==> config.mk <==
export PLATFORM = sky130hd
export DESIGN_NAME = core_bus_arbiter_flat
export DESIGN_NICKNAME = d
export VERILOG_FILES = /design/src/rtl/core_bus_arbiter_if.sv /design/src/rtl/core_bus_arbiter.sv /design/src/flat_wrapper.sv
export SDC_FILE = /design/constraint.sdc
export NUM_CORES = 1
export LEC_CHECK = 0
export ABC_AREA = 1
export CAP_MARGIN = 30
export CORE_AREA = 10 10 191 193
export CTS_BUF_LIST = sky130_fd_sc_hd__clkbuf_4
export DETAILED_ROUTE_END_ITERATION = 16
export DIE_AREA = 0 0 201 203
export GPL_ROUTABILITY_DRIVEN = 0
export SETUP_SLACK_MARGIN = 0.15
export SLEW_MARGIN = 20
export SYNTH_ARGS = -nofsm -noshare
export SYNTH_HDL_FRONTEND = slang
export SYNTH_SLANG_ARGS = --single-unit
==> constraint.sdc <==
create_clock -name clk -period 4.92 [get_ports clk]
set_input_delay 0.492 -clock clk [delete_from_list [all_inputs] [get_ports clk]]
set_output_delay 0.492 -clock clk [all_outputs]
set_load 0.05 [all_outputs]
==> src/rtl/core_bus_arbiter_if.sv <==
// Bus bundle between the core's ibus/dbus ports, the arbiter, and the memory-side request channel.
// The slave modport is the arbiter's view; the master modport is the core plus memory side.
interface core_bus_arbiter_if #(
   parameter int ADDR_W = 64,
   parameter int DATA_W = 64
);
   logic              ireq_valid;
   logic [ADDR_W-1:0] ireq_addr;
   logic              iresp_addr_ok;
   logic              iresp_data_ok;
   logic [31:0]       iresp_data;

   logic              dreq_valid;
   logic [ADDR_W-1:0] dreq_addr;
   logic [2:0]        dreq_size;
   logic [7:0]        dreq_strobe;
   logic [DATA_W-1:0] dreq_data;
   logic              dresp_addr_ok;
   logic              dresp_data_ok;
   logic [DATA_W-1:0] dresp_data;

   logic              mreq_valid;
   logic              mreq_write;
   logic [ADDR_W-1:0] mreq_addr;
   logic [2:0]        mreq_size;
   logic [7:0]        mreq_strobe;
   logic [DATA_W-1:0] mreq_data;
   logic              mresp_ok;
   logic [DATA_W-1:0] mresp_data;

   modport slave (
      input  ireq_valid, ireq_addr,
      output iresp_addr_ok, iresp_data_ok, iresp_data,
      input  dreq_valid, dreq_addr, dreq_size, dreq_strobe, dreq_data,
      output dresp_addr_ok, dresp_data_ok, dresp_data,
      output mreq_valid, mreq_write, mreq_addr, mreq_size, mreq_strobe, mreq_data,
      input  mresp_ok, mresp_data
   );

   modport master (
      output ireq_valid, ireq_addr,
      input  iresp_addr_ok, iresp_data_ok, iresp_data,
      output dreq_valid, dreq_addr, dreq_size, dreq_strobe, dreq_data,
      input  dresp_addr_ok, dresp_data_ok, dresp_data,
      input  mreq_valid, mreq_write, mreq_addr, mreq_size, mreq_strobe, mreq_data,
      output mresp_ok, mresp_data
   );
endinterface

==> src/rtl/core_bus_arbiter.sv <==
// Serialises ibus/dbus requests onto a single-outstanding memory channel.
// Define CORE_BUS_ARBITER_RR_EN for round-robin on contention instead of fixed dbus priority.
module core_bus_arbiter #(
   parameter int ADDR_W = 64,
   parameter int DATA_W = 64
) (
   input logic               clk,
   input logic               reset,
   core_bus_arbiter_if.slave bus
);
   localparam logic [2:0] MSIZE4 = 3'b010;

   typedef enum logic [1:0] {
      IDLE   = 2'd0,
      BUSY_I = 2'd1,
      BUSY_D = 2'd2
   } state_t;

   state_t            state_q, state_d;
   logic [ADDR_W-1:0] addr_q, addr_d;
   logic [2:0]        size_q, size_d;
   logic [7:0]        strobe_q, strobe_d;
   logic [DATA_W-1:0] data_q, data_d;
   logic              pick_dbus;
   logic              grant_i, grant_d;

`ifdef CORE_BUS_ARBITER_RR_EN
   logic              last_grant_q, last_grant_d;

   // On contention, hand the grant to whichever client did not get the previous one.
   assign pick_dbus = bus.dreq_valid && (!bus.ireq_valid || !last_grant_q);
`else
   assign pick_dbus = bus.dreq_valid;
`endif

   always_comb begin
      state_d  = state_q;
      addr_d   = addr_q;
      size_d   = size_q;
      strobe_d = strobe_q;
      data_d   = data_q;
      grant_i  = 1'b0;
      grant_d  = 1'b0;
      case (state_q)
         IDLE: begin
            if (pick_dbus) begin
               grant_d  = 1'b1;
               state_d  = BUSY_D;
               addr_d   = bus.dreq_addr;
               size_d   = bus.dreq_size;
               strobe_d = bus.dreq_strobe;
               data_d   = bus.dreq_data;
            end else if (bus.ireq_valid) begin
               grant_i  = 1'b1;
               state_d  = BUSY_I;
               addr_d   = bus.ireq_addr;
               size_d   = MSIZE4;
               strobe_d = '0;
               data_d   = '0;
            end
         end
         BUSY_I, BUSY_D: begin
            if (bus.mresp_ok) state_d = IDLE;
         end
         default: state_d = IDLE;
      endcase
   end

`ifdef CORE_BUS_ARBITER_RR_EN
   always_comb begin
      last_grant_d = last_grant_q;
      if (grant_d)      last_grant_d = 1'b1;
      else if (grant_i) last_grant_d = 1'b0;
   end

   always_ff @(posedge clk or posedge reset) begin
      if (reset) last_grant_q <= 1'b0;
      else       last_grant_q <= last_grant_d;
   end
`endif

   always_ff @(posedge clk or posedge reset) begin
      if (reset) begin
         state_q  <= IDLE;
         addr_q   <= '0;
         size_q   <= '0;
         strobe_q <= '0;
         data_q   <= '0;
      end else begin
         state_q  <= state_d;
         addr_q   <= addr_d;
         size_q   <= size_d;
         strobe_q <= strobe_d;
         data_q   <= data_d;
      end
   end

   // Memory side sees only registered state, so client inputs never reach it combinationally.
   assign bus.mreq_valid  = (state_q != IDLE);
   assign bus.mreq_write  = |strobe_q;
   assign bus.mreq_addr   = addr_q;
   assign bus.mreq_size   = size_q;
   assign bus.mreq_strobe = strobe_q;
   assign bus.mreq_data   = data_q;

   always_comb begin
      bus.iresp_addr_ok = 1'b0;
      bus.iresp_data_ok = 1'b0;
      bus.iresp_data    = '0;
      bus.dresp_addr_ok = 1'b0;
      bus.dresp_data_ok = 1'b0;
      bus.dresp_data    = '0;
      if (bus.mresp_ok && state_q == BUSY_I) begin
         bus.iresp_addr_ok = 1'b1;
         bus.iresp_data_ok = 1'b1;
         bus.iresp_data    = addr_q[2] ? bus.mresp_data[63:32] : bus.mresp_data[31:0];
      end
      if (bus.mresp_ok && state_q == BUSY_D) begin
         bus.dresp_addr_ok = 1'b1;
         bus.dresp_data_ok = 1'b1;
         bus.dresp_data    = bus.mresp_data;
      end
   end
endmodule

==> src/flat_wrapper.sv <==
// flat-port wrapper written by rule: the top's interface ports become plain ports
module core_bus_arbiter_flat 
#(
   parameter int ADDR_W = 64,
   parameter int DATA_W = 64
)
  (clk, reset, bus_ireq_valid, bus_ireq_addr, bus_iresp_addr_ok, bus_iresp_data_ok, bus_iresp_data, bus_dreq_valid, bus_dreq_addr, bus_dreq_size, bus_dreq_strobe, bus_dreq_data, bus_dresp_addr_ok, bus_dresp_data_ok, bus_dresp_data, bus_mreq_valid, bus_mreq_write, bus_mreq_addr, bus_mreq_size, bus_mreq_strobe, bus_mreq_data, bus_mresp_ok, bus_mresp_data);
  core_bus_arbiter_if #(.ADDR_W(ADDR_W), .DATA_W(DATA_W)) bus_i ();
  input logic clk;
  input logic reset;
  input wire logic [$bits(bus_i.ireq_valid)-1:0] bus_ireq_valid;
  input wire logic [$bits(bus_i.ireq_addr)-1:0] bus_ireq_addr;
  output wire logic [$bits(bus_i.iresp_addr_ok)-1:0] bus_iresp_addr_ok;
  output wire logic [$bits(bus_i.iresp_data_ok)-1:0] bus_iresp_data_ok;
  output wire logic [$bits(bus_i.iresp_data)-1:0] bus_iresp_data;
  input wire logic [$bits(bus_i.dreq_valid)-1:0] bus_dreq_valid;
  input wire logic [$bits(bus_i.dreq_addr)-1:0] bus_dreq_addr;
  input wire logic [$bits(bus_i.dreq_size)-1:0] bus_dreq_size;
  input wire logic [$bits(bus_i.dreq_strobe)-1:0] bus_dreq_strobe;
  input wire logic [$bits(bus_i.dreq_data)-1:0] bus_dreq_data;
  output wire logic [$bits(bus_i.dresp_addr_ok)-1:0] bus_dresp_addr_ok;
  output wire logic [$bits(bus_i.dresp_data_ok)-1:0] bus_dresp_data_ok;
  output wire logic [$bits(bus_i.dresp_data)-1:0] bus_dresp_data;
  output wire logic [$bits(bus_i.mreq_valid)-1:0] bus_mreq_valid;
  output wire logic [$bits(bus_i.mreq_write)-1:0] bus_mreq_write;
  output wire logic [$bits(bus_i.mreq_addr)-1:0] bus_mreq_addr;
  output wire logic [$bits(bus_i.mreq_size)-1:0] bus_mreq_size;
  output wire logic [$bits(bus_i.mreq_strobe)-1:0] bus_mreq_strobe;
  output wire logic [$bits(bus_i.mreq_data)-1:0] bus_mreq_data;
  input wire logic [$bits(bus_i.mresp_ok)-1:0] bus_mresp_ok;
  input wire logic [$bits(bus_i.mresp_data)-1:0] bus_mresp_data;
  assign bus_i.ireq_valid = bus_ireq_valid;
  assign bus_i.ireq_addr = bus_ireq_addr;
  assign bus_iresp_addr_ok = bus_i.iresp_addr_ok;
  assign bus_iresp_data_ok = bus_i.iresp_data_ok;
  assign bus_iresp_data = bus_i.iresp_data;
  assign bus_i.dreq_valid = bus_dreq_valid;
  assign bus_i.dreq_addr = bus_dreq_addr;
  assign bus_i.dreq_size = bus_dreq_size;
  assign bus_i.dreq_strobe = bus_dreq_strobe;
  assign bus_i.dreq_data = bus_dreq_data;
  assign bus_dresp_addr_ok = bus_i.dresp_addr_ok;
  assign bus_dresp_data_ok = bus_i.dresp_data_ok;
  assign bus_dresp_data = bus_i.dresp_data;
  assign bus_mreq_valid = bus_i.mreq_valid;
  assign bus_mreq_write = bus_i.mreq_write;
  assign bus_mreq_addr = bus_i.mreq_addr;
  assign bus_mreq_size = bus_i.mreq_size;
  assign bus_mreq_strobe = bus_i.mreq_strobe;
  assign bus_mreq_data = bus_i.mreq_data;
  assign bus_i.mresp_ok = bus_mresp_ok;
  assign bus_i.mresp_data = bus_mresp_data;
  core_bus_arbiter #(.ADDR_W(ADDR_W), .DATA_W(DATA_W)) u_core (.clk(clk), .reset(reset), .bus(bus_i));
endmodule
# Word level (Yosys, flattened, before mapping)
# Index checks and enable logic that the tools add are counted.
[word_totals]
ff_bits = 141
output_inout_bits = 241
[classes]
eq_ne = 4
muxes = 17
reduce_logical = 9
[ops]
columns = ["cell", "count"]
rows = [
  ["two-way mux 64 bit", 5],
  ["two-way mux 32 bit", 2],
  ["two-way mux 8 bit", 2],
  ["OR reduction 8 bit", 1],
  ["two-way mux 2 bit", 3],
  ["two-way mux 3 bit", 2],
  ["case mux 2 bit (2 select lines)", 1],
  ["AND reduction 2 bit", 2],
  ["nonzero test 2 bit", 2],
  ["inequality test 3 bit, second input constant", 1],
  ["== test 2 x 1 -> 1 bit, second input constant", 1],
  ["== test 2 bit, second input constant", 1],
  ["logical AND 1 bit", 2],
  ["zero test 2 bit", 1],
  ["two-way mux 1 bit", 2],
  ["inequality test 2 bit, second input constant", 1],
  ["OR reduction 2 bit", 1],
]

# Logic depth before layout (Yosys ltp)
# Gate-level depths: netlist (run 1).
[logic_depth]
depth_word = 4
mapped_depth = 9
mapped_depth_nobuf = 6

# Worst setup path before layout (run 1)
# OpenSTA, ideal clock, no wires.
[synth_timing]
path_kind = "register to output"
from = "register u_core.state_q[1]"
to = "output port bus_iresp_data[22]"
arrival_time_ns = 2.333
t_required_ns = 4.428
setup_slack_ns = 2.095
stages_incl_launch_ff = 8
n_path_buf = 1
cell_sequence = "dfrtp_1 -> inv_1 -> ha_1 -> nand2_1 -> inv_1 -> clkbuf_1 -> o21ai_0 -> a21oi_1"
[synth_via]
elab_chain_cells = 3
[synth_lines]
columns = ["element", "line", "rtl"]
rows = [
  ["start, declared", "core_bus_arbiter.sv:19", "state_t state_q, state_d;"],
  ["start signal, assigned", "core_bus_arbiter.sv:90", "state_q <= state_d;"],
  ["== test 2 x 1 -> 1 bit", "core_bus_arbiter.sv:113", "if (bus.mresp_ok && state_q == BUSY_I) begin"],
  ["logical AND 1 bit", "core_bus_arbiter.sv:113", ""],
  ["two-way mux 32 bit", "core_bus_arbiter.sv:113", ""],
  ["end, declared", "flat_wrapper.sv:15", "output wire logic [$bits(bus_i.iresp_data)-1:0] bus_iresp_data;"],
]
# Every way passes these cells.

# Final worst setup path (run 1)
[layout_timing]
from = "register u_core.state_q[1]"
to = "output port bus_iresp_data[3]"
# The elaborated chain is that of the path after synthesis.

==> results of run 1 <==
## metrics by stage
stage               instances  total power [mW]  setup slack, ns  util [%]  instance area, µm²
floorplan                1048              5.50            0.647         -                7220
global placement         1939              7.57             1.56      39.1               12700
detailed placement       1940              7.61             1.52      39.1               12700
CTS                      1970              8.46             1.19      40.0               13000
global route             1975              8.80            0.939      40.1               13000
finish                   1975              8.35             1.23      40.1               13000
## cell type report
class	instances	area [µm²]	area share, %
multi-input cells	757	3090	23.7
repair buffers	522	5240	40.2
well taps	442	553	4.25
flip-flops and latches	141	3530	27.1
clock buffers	17	128	0.981
diodes	5	12.5	0.0962
clock inverters	13	168	1.29
inverters	78	298	2.29
## cell usage in the layout, fill, tap and decap left out
cell             count
o21ai_4              1
inv_6                3
inv_1               76
clkinvlp_4           2
ha_1                 3
inv_2                1
nand2_1            537
nand3_1             75
buf_4                8
dfrtp_2              1
nor3_1               2
clkbuf_4            17
buf_12               3
diode_2              5
o21ai_0             37
nor2_1              66
clkinv_2             2
clkinv_4             4
clkdlybuf4s50_1    511
nand4_1              1
dfrtp_1            140
nand2_2              1
a21oi_1             32
bufinv_16            3
ha_2                 1
nor2_4               1
## worst max-delay path by stage
stage,startpoint,endpoint,slack (ns),cells past startpoint
2_1_floorplan,reset,u_core.bus.mreq_addr[0],0.65,1
5_1_grt,u_core.state_q[1],bus_iresp_data[26],0.94,7
4_1_cts,u_core.state_q[1],bus_iresp_data[3],1.19,7
3_3_place_gp,bus_mresp_ok,bus_dresp_data[44],1.56,4
3_5_place_dp,bus_mresp_ok,bus_iresp_data[3],1.52,6
6_report,u_core.state_q[1],bus_iresp_data[3],1.23,7
## sequential cells by signal, summed over array words and instances, names as in the netlist
register,count
u_core.bus.mreq_addr,64
u_core.bus.mreq_data,64
u_core.bus.mreq_strobe,8
u_core.bus.mreq_size,3
u_core.state_q,2
## report_power, final
part           total [mW]  internal (mW)  switching (mW)
Combinational        5.45           1.66            3.79
Sequential           2.08           1.71           0.372
Clock               0.821          0.351           0.471
## kinds of logic after synthesis
group / after synthesis / share of synthesized area, %
AND/OR/NAND/NOR: 683 / 36.9
buffers and inverters: 150 / 8.56
flip-flops: 141 / 48.8
AO/OA/AOI/OAI: 70 / 5.01
adder cells (fa/ha/maj): 4 / 0.693
## metal layers
| layer | track usage, % | vias to the layer above | part of all wire [%] |
|---|---|---|---|
| met3 | 5.22 | 20 | 7.4 |
| met4 | 5.52 | 0 | 1.3 |
| met1 | 17.4 | 3825 | 38 |
| li1 | - | 4118 | - |
| met2 | 30.7 | 317 | 53 |
| met5 | 0 | - | 0 |
==> impl_metrics.csv, run 1 <==
group,metric,value,unit
worst_setup_path,timing.rr.start,"u_core.state_q[0]",
timing,period_needed,3.69,ns
hold_path,worstHoldPathType,"input pin to asynchronous set/reset pin",
timing,max_freq,271,MHz
global_routing,grtUsageTotal,16.6,%
global_routing,grt_pass1_vias,8427,
floorplan,fp.dieW,201,µm
yosys,synth_cell_types,16,
yosys,synth_top_area_share,48.8,%
timing,timing_hold_violations_final,0,
timing,finalCritPeriodShare,75.1,%
yosys,synth_cells,1048,
worst_setup_path,cp_data_arrival_time,3.20,ns
worst_setup_path,rr_worst_depth,7,
yosys,synth.most_common_cell,"nand2_1",
global_routing,grt_max_degree,90,
timing,setup_viol,0,
clock_tree,clk_path_buf_depth,2,
yosys,async_flop_share,100,%
worst_setup_path,crit_buf_inv,3,
final_layout,syn_to_final_growth,80.1,%
worst_setup_path,r2r_slack,2.42,ns
timing,max_slew_margin,37.8,%
timing,fin_worst_skew,0.0245,ns
yosys,synth_area_leaders,"dfrtp_1, nand2_1, nand3_1, inv_1, nor2_1",
routing,ant_nets,0,
yosys,synthTopCellsByCount,"nand2_1, dfrtp_1, inv_1, nand3_1, nor2_1",
clock_tree,clkTransAtPathRegs,0.15,ns
clock_tree,root_buffer,"clkbuf_4",
final_layout,drive_gt1_share,3.14,%
pwr,power_leakage,6.35,nW
global_routing,grt_pass1_wl,52600,µm
pwr,powerDensity,642,nW/µm²
worst_setup_path,cp_max_fo,34,
routing,firstDrtPassIters,5,
routing,route.vias.total,8280,
timing,maxSlewViolCount,0,
yosys,syn_area,7220,µm²
worst_setup_path,crit_required,4.43,ns
worst_setup_path,slowest_stage,"clkdlybuf4s50_1",
timing,tightest_slew,0.933,ns
worst_setup_path,slowest_delay,0.84,ns
clock_tree,numCtsBuffers,17,
global_routing,antenna_found_initial,5,
clock_tree,cts_tree,"done",
floorplan,start_util,22.3,%
status,status,"complete, no violations",
place,dp_hpwl,28400,µm
clock_tree,clock_latency,0.56,ns
flow_run,drv_cap,0,
routing,drt-wirelength-per-cell,18.1,µm
yosys,synth_top_area_cell,"dfrtp_1",
worst_setup_path,critical-path-top-delay-family,"buffers and inverters",
floorplan,die_area,40800,µm²
worst_setup_path,cp_cell_sequence,"inv_1 > ha_1 > nand2_1 > inv_1 > o21ai_0 > a21oi_1 > clkdlybuf4s50_1",
timing,rsz0062_at_grt,"false",
clock_tree,ctsResizeCount,0,
global_routing,gr-total-overflow,0,
routing,drt-initial-drc-count,446,
worst_setup_path,cp-start-kind,"register",
yosys,yosysWarnings,0,
final_layout,final_nets,1793,
worst_setup_path,cp-end-kind,"output port",
yosys,syn_avg_cell_area,6.89,µm²
floorplan,ioPinCount,513,
yosys,yosysSeqAreaShare,48.8,%
yosys,ys_ff_latch,141,
place,port_buffers,512,
floorplan,die_h,203,µm
routing,drt-total-wl,35700,µm
yosys,synth_flop_cell,"dfrtp_1",
timing,timing.setup.tns,0,ns
worst_setup_path,worst_path_most_repeated_cell,"inv_1",
clock_tree,cts_sinks,141,
routing,route.detailed.drc,0,
clock_tree,post_cts_buffers,0,
final_layout,fillCellCount,3350,
floorplan,core,32500,µm²
clock_tree,htreeDepth,4,
worst_setup_path,critical_path_class,"register to output port",
pwr,peakVddDrop,0.369,mV
yosys,syn_nets,1324,
timing,holdWs,0.308,ns
routing,viasPerCell,4.19,
yosys,synth-edff-count,0,
worst_setup_path,timing.rr.end,"u_core.bus.mreq_addr[26]",
floorplan,rows,66,
clock_tree,ctsHoldBuffers,0,
Note: power is estimated with default switching activity, not from simulation.
==> inputs of run 2 (changes only) <==
clock period = 3.8 ns   (was 4.92 ns; I/O delays follow)
==> impl_metrics.csv, run 2 (synthesis gave the netlist of run 1 again) <==
group,metric,value,unit
global_routing,grtUsageTotal,17.1,%
timing,finalCritPeriodShare,86.2,%
timing,setup_viol,0,
worst_setup_path,crit_required,3.42,ns
clock_tree,root_buffer,"clkbuf_4",
clock_tree,cts_tree,"done",
final_layout,multi_input_area,3090,µm²
hold_path,worstHoldPathType,"input pin to asynchronous set/reset pin",
floorplan,ioPinCount,513,
clock_tree,cts_sinks,141,
floorplan,fp.dieW,201,µm
final_layout,utilization,40.3,%
final_layout,final-seq-area,3530,µm²
global_routing,grt_pass1_vias,8529,
routing,route.detailed.drc,0,
clock_tree,numCtsBuffers,17,
clock_tree,clock_latency,0.58,ns
timing,timing_hold_violations_final,0,
clock_tree,post_cts_buffers,0,
routing,drt-wirelength-per-cell,18.4,µm
final_layout,final_cell_mix,"nand2_1, clkdlybuf4s50_1, dfrtp_1, inv_1, nand3_1",
clock_tree,clkTransAtPathRegs,0.14,ns
floorplan,rows,66,
floorplan,core,32500,µm²
floorplan,die_area,40800,µm²
timing,max_freq,305,MHz
place,dp_hpwl,28800,µm
clock_tree,htreeDepth,4,
routing,drt-total-wl,36500,µm
place,post_dp_cell_area,12700,µm²
routing,ant_nets,0,
clock_tree,clk_path_buf_depth,2,
final_layout,syn_to_final_growth,80.9,%
worst_setup_path,cp-end-kind,"output port",
final_layout,final_common_cell,"nand2_1",
clock_tree,ctsHoldBuffers,0,
global_routing,gr-total-overflow,0,
place,port_buffers,512,
floorplan,start_util,22.3,%
final_layout,final_nets,1798,
global_routing,antenna_found_initial,8,
clock_tree,ctsResizeCount,0,
timing,tightest_slew,0.825,ns
timing,timing.setup.tns,0,ns
status,status,"complete, no violations",
final_layout,drive_gt1_share,3.52,%
final_layout,fin_area,13100,µm²
final_layout,fillCellCount,3381,
timing,max_slew_margin,45.0,%
global_routing,grt_max_degree,97,
timing,maxSlewViolCount,0,
timing,rsz0062_at_grt,"false",
worst_setup_path,cp_max_fo,34,
timing,fin_worst_skew,0.0239,ns
floorplan,die_h,203,µm
worst_setup_path,critical_path_class,"register to output port",
routing,drt-initial-drc-count,315,
pwr,power_leakage,6.38,nW
routing,viasPerCell,4.23,
timing,period_needed,3.28,ns
routing,route.vias.total,8377,
routing,firstDrtPassIters,5,
worst_setup_path,cp_data_arrival_time,2.90,ns
pwr,powerDensity,834,nW/µm²
worst_setup_path,cp-start-kind,"register",
flow_run,drv_cap,0,
global_routing,grt_pass1_wl,53800,µm
pwr,peakVddDrop,0.377,mV
## run 2: critical path, cell delays in order (launching register included)
cell	delay, ns
dfrtp_1	0.42
inv_1	0.10
ha_1	0.21
nand2_1	0.07
inv_1	0.05
buf_4	0.28
o21ai_0	0.16
a21oi_1	0.17
clkdlybuf4s50_1	0.84
## run 2: path summary, 6_finish.rpt
path                       cells after the start                   endpoint  slack (ns)                startpoint
max                                            8          bus_iresp_data[0]        0.52         u_core.state_q[1]
min                                            3  u_core.bus.mreq_strobe[3]        0.25                     reset
max reg2reg                                    7    u_core.bus.mreq_addr[3]        1.60         u_core.state_q[0]
min reg2reg                                    2   u_core.bus.mreq_data[49]        0.49  u_core.bus.mreq_data[49]
max in group asynchronous                      3    u_core.bus.mreq_addr[2]        2.87                     reset
min in group clk                               3   u_core.bus.mreq_data[55]        0.31         bus_dreq_data[55]
## run 2: area by class of cell
type                            count  share of cell area [%]
Antenna cell                        5                  0.0957
Clock buffer                       18                    1.03
Multi-Input combinational cell    757                    23.6
Tap cell                          442                    4.23
Clock inverter                     14                    1.40
Timing Repair Buffer              527                    40.3
Inverter                           78                    2.27
Sequential cell                   141                    27.0
## run 2: stage by stage
step           power [mW]  setup slack [ns]  hold slack (ns)  instances
2_1_floorplan        7.12              1.09            0.467       1048
3_3_place_gp         9.82             0.976            0.453       1944
3_5_place_dp         9.87             0.918            0.457       1944
4_1_cts              11.0             0.416            0.207       1976
5_1_grt              11.5             0.323            0.261       1981
6_report             10.9             0.524            0.251       1982
## run 2: layer usage
metal	wire, µm	vias to the layer above	part of all wire (%)	track usage [%]
li1	-	4129	-	-
met1	13300	3848	36	16.9
met2	19100	362	52	32.0
met3	3310	34	9.1	7.01
met4	691	4	1.9	4.65
met5	21	-	0.058	0
## run 2: power by group
part	leakage [nW]	total (mW)	switching (mW)	internal, mW
Sequential	1.77	2.63	0.411	2.22
Combinational	4.44	7.15	4.98	2.18
Clock	0.168	1.12	0.639	0.477
==> inputs of run 3 (changes only) <==
REMOVE_ABC_BUFFERS = 1   (was not set)
==> impl_metrics.csv, run 3 (synthesis gave the netlist of run 1 again) <==
group,metric,value,unit
worst_setup_path,cp_data_arrival_time,2.88,ns
worst_setup_path,cp-end-kind,"output port",
final_layout,layout.cells.non_filler,1976,
timing,fin_worst_skew,0.0172,ns
worst_setup_path,slowest_delay,0.84,ns
timing,maxSlewViolCount,0,
clock_tree,clk_path_buf_depth,2,
timing,timing_hold_violations_final,0,
clock_tree,ctsResizeCount,0,
worst_setup_path,slowest_stage,"clkdlybuf4s50_1",
pwr,intPower,5.11,mW
floorplan,rows,66,
final_layout,final_nets,1794,
timing,fin_ws,0.539,ns
floorplan,ioPinCount,513,
worst_setup_path,critical_path_class,"register to output port",
pwr,swShare,53.9,%
clock_tree,cts_sinks,141,
global_routing,antenna_found_initial,5,
pwr,power_leakage,6.41,nW
pwr,power.switching,5.97,mW
timing,finalCritPeriodShare,85.8,%
routing,ant_nets,0,
final_layout,final_cell_mix,"nand2_1, clkdlybuf4s50_1, dfrtp_1, inv_1, nand3_1",
clock_tree,htreeDepth,4,
floorplan,core,32500,µm²
routing,drt-initial-drc-count,413,
clock_tree,clkTransAtPathRegs,0.13,ns
final_layout,syn_to_final_growth,81.8,%
clock_tree,post_cts_buffers,0,
floorplan,die_h,203,µm
timing,setup_viol,0,
routing,drt-wirelength-per-cell,18.4,µm
global_routing,use_met3,6.59,%
timing,period_needed,3.26,ns
final_layout,drive_gt1_share,3.14,%
floorplan,fp.dieW,201,µm
clock_tree,cts_tree,"done",
pwr,finalPower,11.1,mW
final_layout,final_common_cell,"nand2_1",
pwr,seqPwrFrac,24.4,%
global_routing,gr-total-overflow,0,
final_layout,utilization,40.5,%
worst_setup_path,critical-path-top-delay-family,"buffers and inverters",
worst_setup_path,cp-start-kind,"register",
pwr,powerDensity,844,nW/µm²
final_layout,fillCellCount,3368,
floorplan,start_util,22.3,%
clock_tree,ctsHoldBuffers,0,
routing,drt-total-wl,36400,µm
routing,route.detailed.drc,0,
place,dp_hpwl,29300,µm
timing,max_freq,307,MHz
worst_setup_path,cp_cell_sequence,"inv_1 > ha_1 > nand2_2 > buf_4 > nor2_1 > clkdlybuf4s50_1",
routing,route.vias.total,8280,
timing,tightest_slew,0.957,ns
global_routing,grtUsageTotal,17.1,%
global_routing,use_met2,31.6,%
place,port_buffers,512,
hold_path,worstHoldPathType,"input pin to asynchronous set/reset pin",
global_routing,grt_pass1_vias,8560,
place,placed_cells,1941,
timing,holdWs,0.248,ns
clock_tree,root_buffer,"clkbuf_4",
flow_run,drv_cap,0,
place,pre_cts_slack,0.890,ns
worst_setup_path,cp_max_fo,33,
global_routing,busiest_layer,"met2",
clock_tree,clock_latency,0.55,ns
timing,max_slew_margin,36.2,%
routing,viasPerCell,4.19,
timing,rsz0062_at_grt,"false",
pwr,combPwrFrac,64.0,%
pwr,clockPowerShare,11.6,%
global_routing,grt_max_degree,137,
worst_setup_path,crit_buf_inv,3,
worst_setup_path,crit_required,3.42,ns
clock_tree,numCtsBuffers,17,
status,status,"complete, no violations",
global_routing,grt_pass1_wl,54100,µm
pwr,peakVddDrop,0.314,mV
floorplan,die_area,40800,µm²
global_routing,grtUsageMet1,17.5,%
routing,firstDrtPassIters,4,
run 3: cell count changes in the layout (fill, tap and decap cells not counted), sizes merged:
| cell | before | now |
|---|---|---|
| buf | 16 | 12 |
| bufinv | 3 | 7 |
| inv | 82 | 78 |
| clkbuf | 18 | 19 |
| clkinv | 5 | 4 |
| clkinvlp | 2 | 1 |
| diode | 5 | 4 |
run 3: power by group through the flow:
stage	combinational (mW)	clock, mW	sequential (mW)
after CTS	7.21	1.35	2.70
final	7.09	1.29	2.70
after global routing	7.49	1.40	2.80
after detailed placement	7.19	0	2.72
after global placement	7.17	0	2.69
after floorplan	1.78	0	5.21
run 3: cell type report:
| type | instances | area (µm²) | share of cell area (%) |
|---|---|---|---|
| Timing Repair Buffer | 523 | 5270 | 40.1 |
| Clock inverter | 12 | 243 | 1.85 |
| Clock buffer | 19 | 143 | 1.09 |
| Multi-Input combinational cell | 757 | 3090 | 23.5 |
| Antenna cell | 4 | 10.0 | 0.0762 |
| Sequential cell | 141 | 3530 | 26.9 |
| Inverter | 78 | 298 | 2.27 |
| Tap cell | 442 | 553 | 4.21 |
run 3: layer usage:
metal / vias up / wire length (µm)
met3: 35 / 3160
met1: 3772 / 13700
met4: 2 / 654
li1: 4116 / -
met2: 355 / 18900
met5: - / 13
run 3: worst paths after layout:
path                                              to                      from  slack (ns)  depth (start not counted)
max in group asynchronous  u_core.bus.mreq_strobe[3]                     reset        2.75                          3
min in group clk            u_core.bus.mreq_data[57]            bus_dreq_valid        0.36                          3
hold / removal              u_core.bus.mreq_addr[28]                     reset        0.25                          2
hold reg to reg             u_core.bus.mreq_data[16]  u_core.bus.mreq_data[16]        0.48                          2
setup reg to reg           u_core.bus.mreq_strobe[0]         u_core.state_q[0]        1.63                          6
setup / recovery                  bus_dresp_data[33]         u_core.state_q[0]        0.54                          6
run 3: metrics by stage:
step                      cell area (µm²)  setup TNS [ns]
after floorplan                      6900          -50.93
after global placement              12700               0
after detailed placement            12700               0
after CTS                           13100               0
after global routing                13100               0
final                               13100               0
